**config.mk**
```make
export PLATFORM = sky130hd
export DESIGN_NAME = prim_sync_filter
export DESIGN_NICKNAME = d
export VERILOG_FILES = /design/src/rtl/prim_sync_filter.sv
export SDC_FILE = /design/constraint.sdc
export NUM_CORES = 1
export LEC_CHECK = 0
export BUFFER_PORTS_ARGS = -buffer_cell sky130_fd_sc_hd__buf_4
export CORE_ASPECT_RATIO = 1.75
export CORE_UTILIZATION = 49
export DETAILED_ROUTE_END_ITERATION = 16
export PLACE_DENSITY = 0.72
export SYNTH_ARGS = -nofsm -noshare
export SYNTH_HDL_FRONTEND = slang
export SYNTH_SLANG_ARGS = --single-unit
```
**constraint.sdc**
```tcl
create_clock -name clk_i -period 2.08 [get_ports clk_i]
set_input_delay 0.416 -clock clk_i [delete_from_list [all_inputs] [get_ports clk_i]]
set_output_delay 0.416 -clock clk_i [all_outputs]
set_load 0.05 [all_outputs]
```
**src/rtl/prim_sync_filter.sv**
```systemverilog
// rtl/prim_sync_filter.sv - two-flop synchronizer with per-bit debounce filter and edge detect
//
// prim_cdc_rand_delay: first-flop instrumentation. When Enable is set, a free-running
// LFSR occasionally makes the first synchronizer flop keep its previous value for one
// cycle. This models a metastability-induced extra cycle of latency. It never skips two
// cycles in a row, so the sync latency stays at 2 or 3 edges.
//   clk_i, rst_ni : clock, async active-low reset
//   prev_data_i   : current first-flop value
//   src_data_i    : asynchronous source value
//   dst_data_o    : value the first flop captures on the next edge
//
// prim_sync_filter: conditions asynchronous level inputs for the clk_i domain.
//   async_i       : raw asynchronous levels
//   filter_en_i   : 1 = debounce active, 0 = filter bypassed
//   thresh_i      : consecutive stable cycles required (0 behaves as 1)
//   sync_o        : synchronized value (second flop)
//   filt_o        : debounced level
//   rise_o/fall_o : one-cycle pulses on filt_o transitions

module prim_cdc_rand_delay #(
    parameter int unsigned DataWidth = 1,
    parameter bit          Enable    = 1'b1
) (
    input  logic                 clk_i,
    input  logic                 rst_ni,
    input  logic [DataWidth-1:0] prev_data_i,
    input  logic [DataWidth-1:0] src_data_i,
    output logic [DataWidth-1:0] dst_data_o
);
    logic [15:0] lfsr_q, lfsr_d;
    logic        skip_q, skip_d;

    always_comb begin
        lfsr_d = {lfsr_q[14:0], lfsr_q[15] ^ lfsr_q[13] ^ lfsr_q[12] ^ lfsr_q[10]};
        // A skip is always followed by at least one normal cycle.
        skip_d = Enable & lfsr_q[0] & ~skip_q;
    end

    always_ff @(posedge clk_i or negedge rst_ni) begin
        if (!rst_ni) begin
            lfsr_q <= 16'hACE1;
            skip_q <= 1'b0;
        end else begin
            lfsr_q <= lfsr_d;
            skip_q <= skip_d;
        end
    end

    assign dst_data_o = skip_q ? prev_data_i : src_data_i;
endmodule

module prim_sync_filter #(
    parameter int unsigned      Width      = 1,
    parameter int unsigned      CntWidth   = 8,
    parameter logic [Width-1:0] ResetValue = '0,
    parameter bit               EnCdcInstr = 1'b1
) (
    input  logic                clk_i,
    input  logic                rst_ni,
    input  logic [Width-1:0]    async_i,
    input  logic                filter_en_i,
    input  logic [CntWidth-1:0] thresh_i,
    output logic [Width-1:0]    sync_o,
    output logic [Width-1:0]    filt_o,
    output logic [Width-1:0]    rise_o,
    output logic [Width-1:0]    fall_o
);
    logic [Width-1:0]               s1_q, s1_d;
    logic [Width-1:0]               s2_q, s2_d;
    logic [Width-1:0]               filt_q, filt_d;
    logic [Width-1:0]               filt_prev_q, filt_prev_d;
    logic [Width-1:0][CntWidth-1:0] cnt_q, cnt_d;
    logic [Width-1:0][CntWidth:0]   cnt_inc;
    logic [CntWidth:0]              thr_eff;

    prim_cdc_rand_delay #(
        .DataWidth (Width),
        .Enable    (EnCdcInstr)
    ) u_cdc_rand_delay (
        .clk_i       (clk_i),
        .rst_ni      (rst_ni),
        .prev_data_i (s1_q),
        .src_data_i  (async_i),
        .dst_data_o  (s1_d)
    );

    always_comb begin
        s2_d        = s1_q;
        filt_prev_d = filt_q;
        filt_d      = filt_q;
        cnt_d       = cnt_q;
        cnt_inc     = '0;
        // A zero threshold would otherwise never be reached; treat it as one cycle.
        thr_eff     = (thresh_i == '0) ? {{CntWidth{1'b0}}, 1'b1} : {1'b0, thresh_i};
        for (int i = 0; i < Width; i++) begin
            // One extra bit so the compare never sees a wrapped count.
            cnt_inc[i] = {1'b0, cnt_q[i]} + {{CntWidth{1'b0}}, 1'b1};
            if (!filter_en_i) begin
                filt_d[i] = s2_q[i];
                cnt_d[i]  = '0;
            end else if (s2_q[i] == filt_q[i]) begin
                cnt_d[i] = '0;
            end else if (cnt_inc[i] >= thr_eff) begin
                filt_d[i] = s2_q[i];
                cnt_d[i]  = '0;
            end else begin
                cnt_d[i] = cnt_inc[i][CntWidth-1:0];
            end
        end
    end

    always_ff @(posedge clk_i or negedge rst_ni) begin
        if (!rst_ni) begin
            s1_q        <= ResetValue;
            s2_q        <= ResetValue;
            filt_q      <= ResetValue;
            filt_prev_q <= ResetValue;
            cnt_q       <= '0;
        end else begin
            s1_q        <= s1_d;
            s2_q        <= s2_d;
            filt_q      <= filt_d;
            filt_prev_q <= filt_prev_d;
            cnt_q       <= cnt_d;
        end
    end

    assign sync_o = s2_q;
    assign filt_o = filt_q;
    // filt_prev_q resets to the same value as filt_q, so reset release gives no pulse.
    assign rise_o = filt_q & ~filt_prev_q;
    assign fall_o = ~filt_q & filt_prev_q;
endmodule

```
; ---- Word level (Yosys, flattened, before mapping)
; Cells that the tools add are included.
[word_totals]
register_bits = 29
latch_bits = 0
ramBits = 0
rom_bits = 0
inputBits = 12
out_inout_bits = 4
wordCells = 30
memories = 0
[op_classes]
n_addsub = 1
n_mul = 0
div = 0
order_cmp = 1
n_eq_ne = 3
shifts = 0
mux = 7
bitwise = 9
n_reduce_logical = 2
[ops]
columns = op, n
row1 = 8-bit two-way mux, 4
row2 = "8-bit by 1-bit adder with 9-bit output, second input constant", 1
row3 = 9-bit by 8-bit >= comparator with 1-bit output, 1
row4 = 8-bit zero test, 1
row5 = 1-bit AND, 3
row6 = 1-bit two-way mux, 3
row7 = 1-bit inverter, 3
row8 = 1-bit bitwise XOR, 3
row9 = "2-bit by 1-bit != test with 1-bit output, second input constant", 1
row10 = "2-bit != test, second input constant", 1
row11 = 2-bit AND reduction, 1
row12 = 1-bit == test, 1

; ---- Longest topological paths before layout
[logic_depth]
word_depth = 6
ltp_mapped = 10
mapped_depth_nobuf = 10

; ---- Hierarchy
; Synthesis repeated with hierarchy kept, for this count alone.
[unflattened]
cells_unflattened = 99
area_unflattened_um2 = 1295.0
[by_module_without_submodules]
columns = module, n_inst, cells_each, area_per_inst_um2, seq_area_each_um2
row1 = prim_sync_filter, 1, 77, 815.8, 300.3
row2 = prim_cdc_rand_delay, 1, 22, 479.2, 435.4

; ---- Worst setup path after synthesis
; Ideal clock, no wire load.
[synth_path]
path_type = flip-flop to flip-flop
start = reg cnt_q[0] (netlist bit)
end = reg filt_q (netlist: filt_o)
setup_ns = 0.125
t_arrival_ns = 2.016
required_ns = 1.955
slack_ns = -0.061
path_stages_with_launch = 10
cell_sequence = dfrtp_1 > ha_1 > nand2_1 > nor2_1 > xor2_1 > ha_1 > nand3_1 > o32a_2 > nand2_2 > mux2_4
[synth_via]
elab_chain_len = 4
[synth_lines]
columns = element, line_no
row1 = "start, declared", 72  ; logic [Width-1:0][CntWidth-1:0] cnt_q, cnt_d;
row2 = "start signal, assigned", 124  ; cnt_q <= cnt_d;
row3 = 8-bit by 1-bit adder with 9-bit output, 97  ; cnt_inc[i] = {1'b0, cnt_q[i]} + {{CntWidth{1'b0}}, 1'b1};
row4 = 9-bit by 8-bit >= comparator with 1-bit output, 103  ; end else if (cnt_inc[i] >= thr_eff) begin
row5 = 2-bit by 1-bit != test with 1-bit output (no line), n/a
row6 = 2-bit AND reduction (no line), n/a
row7 = "end signal, assigned", 116  ; filt_q <= ResetValue;
row8 = "end signal, assigned", 122  ; filt_q <= filt_d;
row9 = "end, declared", 70  ; logic [Width-1:0] filt_q, filt_d;
; No other way between the ends.
; A chain may end at the register's enable or synchronous reset.

; ---- Worst setup path after layout
; Ends and elaborated chain as after synthesis.

==> out/summary.txt <==
Non-filler instance count after layout = 153
Initial core utilization = 52.4%
Via-to-Cell Ratio = 5.05
Slew @ Worst Pin = 340 ps
Reg2reg path depth = 8
Port Buffers = 15
RSZ-0062 raised after global routing = true
P per Cell Area = 738 mW/mm2
Final Util = 68.7%
Crit path launch = cnt_q[0]
Final hold slack = 40.7 ps
DR iter-0 viols = 6
Sequential share of the synthesized area = 60.2%
Nets@finish = 148
Std cell rows = 23
CP Class = reg2reg
Number of global-route vias before repair = 799
Worst Path Arrival = 2340 ps
Hold crit path type = in2async
Crit-path slowest cell = dfrtp_2
YS warnings = 0
Tcrit/Tclk final = 105%
#FFs+latches synth = 29
Slew HR = 77.3%
Max-cap violations = 0
Post-Syn Area = 0.00122 mm2
Initial antenna violation count = 0
CTS buffer count = 5
Routed Antenna Nets = 0
Post-Place Cells = 139
Post-CTS Hold Buffers = 0
CTS Buffer Depth = 2
Critical-path cell list = ha_4, buf_4, xor2_1, ha_1, o211ai_1, o32a_4, nand2_2, mux2_4
DRT Pass-1 Iters = 3
CTS tree = yes
Final setup violation count = 9
Critical path peak fanout = 4
Routed Wire Length = 2.06 mm
Post-Synthesis Cells = 93
Clock skew = 7.88 ps
Syn Nets = 114
P&R area growth vs syn = 31.0%
Area after DPL = 0.00144 mm2
Post-synthesis area per instance = 13.1 um2
CP Capture Type = register
First-pass GRT wire length = 3.24 mm
Final Hold Viols = 0
Most common cell after layout, fill and taps aside = buf_4
Vias = 772
Critical R2R Launch = cnt_q[0]
# clock sinks = 29
Number of remaining DRC errors = 0
Clock latency on the worst-skew pair = 280 ps
H-tree depth = 2
Ant diodes = 0
FF-to-FF End = filt_o
Final worst-path setup slack = -97.0 ps
DIE HEIGHT = 68.1 um
Total global-route track usage = 19.5%
Max incr delay on CP = 430 ps
Pins Over Slew Limit = 0
Count of different cell masters after synthesis = 24
Gpl congestion = 0.747
Largest net degree at the start of global routing = 30
Flop2flop setup slack = -100 ps
Total core area = 0.00233 mm2
Failing checks = negative setup slack
Top Ports = 16
Place WS = -280 ps
Clk root buf = clkbuf_8
Grt total ovfl = 0
Layout cells sized above 1 = 44.5%
Crit path time final = 2180 ps
Worst vdd ir = 0.000628 V
Hpwl dp = 1.44 mm
Post-route cell area = 0.00160 mm2
Crit path to = filt_o
Crit path required time = 2240 ps
Most frequent cells in the layout = buf_4, dfrtp_1, inv_1
Die width = 39.8 um
Static Leakage = 0.807 nW
Die area = 0.00271 mm2
Status = finished, violations left
Max Freq = 459 MHz
Startpoint types = register
DR WL/cell = 13.5 um
Clock Pin Slew Worst Setup and Hold Paths = 60 ps
cell type report:
type	count	area, um2
Clock buffer	8	90.1
Fill cell	172	729
Inverter	9	33.8
Multi-Input combinational cell	55	507
Sequential cell	29	737
Tap cell	25	31.3
Timing Repair Buffer	27	203
how the worst min path moves through the flow:
stage	start	end	slack (ps)	cells after the start
6_report	rst_ni	sync_o	40	1
2_1_floorplan	rst_ni	cnt_q[0]	120	0
5_1_grt	rst_ni	sync_o	70	1
3_5_place_dp	u_cdc_rand_delay.lfsr_q[8]	u_cdc_rand_delay.lfsr_q[9]	340	0
4_1_cts	rst_ni	filt_prev_q	40	1
3_3_place_gp	rst_ni	u_cdc_rand_delay.skip_q	340	1
state kept, by name (all words and copies together) (netlist names):
name,flops
u_cdc_rand_delay.lfsr_q,16
cnt_q,8
filt_o,1
filt_prev_q,1
s1_q,1
sync_o,1
u_cdc_rand_delay.skip_q,1
power breakdown:
part / internal [mW] / leakage (nW) / switching [mW]
logic: 0.0648 / 0.397 / 0.0778
registers: 0.576 / 0.364 / 0.0105
clock network: 0.268 / 0.0455 / 0.185
total: 0.909 / 0.807 / 0.273
Yosys cell counts:
library cell	instances	share of area (%)
nand4_1	1	0.51
dfrtp_1	21	43
mux2_2	1	0.92
dfstp_2	8	17
nor2_1	5	1.5
xnor2_1	4	2.9
nand2_1	2	0.61
inv_1	9	2.8
nor3b_4	1	1.5
nand2b_4	1	1.1
o32a_2	1	0.92
nand2_2	1	0.51
a21oi_1	2	0.82
xor2_1	6	4.3
a41o_1	1	0.82
nor2b_1	9	4.6
o211ai_1	1	0.61
mux2_4	1	1.2
nand3_1	5	2.0
nor4_1	1	0.51
ha_1	9	9.2
nand3_2	1	0.82
o22ai_1	1	0.51
a211oi_2	1	1.0
layer usage:
layer  vias up  global-route usage, %  share of wire, %
met2        17                   31.8                54
li1        376                      -                 -
met5         -                      0                 0
met4         0                   15.1               4.0
met1       370                   18.6                38
met3         9                   7.14               4.0
timing repair:
| item | in CTS | in global routing |
|---|---|---|
| buffers inserted | 5 | 1 |
| setup endpoints to repair | 9 | 9 |
| pin swaps | 3 | 3 |
| cloned | 0 | 0 |
| resized for setup | 2 | 4 |
worst max-delay path, delay by kind of cell (launching register included):
| kind | cells | cell delay (ps) |
|---|---|---|
| buffers and inverters | 1 | 130 |
| XOR/XNOR | 1 | 160 |
| adder cells (fa/ha/maj) | 2 | 480 |
| AND/OR/NAND/NOR | 1 | 80 |
| multiplexers | 1 | 290 |
| flip-flops | 1 | 430 |
| AO/OA/AOI/OAI | 2 | 500 |
per-stage QoR:
stage | setup TNS, ps | total power [mW]
floorplan | 0 | 0.670
global placement | -1260 | 0.725
detailed placement | -2000 | 0.729
CTS | -1010 | 1.21
global route | -1810 | 1.24
finish | -348 | 1.18
kinds of logic after synthesis:
kind of cell,share of synthesized area [%]
buffers and inverters,2.76
XOR/XNOR,7.16
AO/OA/AOI/OAI,4.71
AND/OR/NAND/NOR,13.8
multiplexers,2.15
flip-flops,60.2
adder cells (fa/ha/maj),9.21
Power figures use the tool's default switching activity.
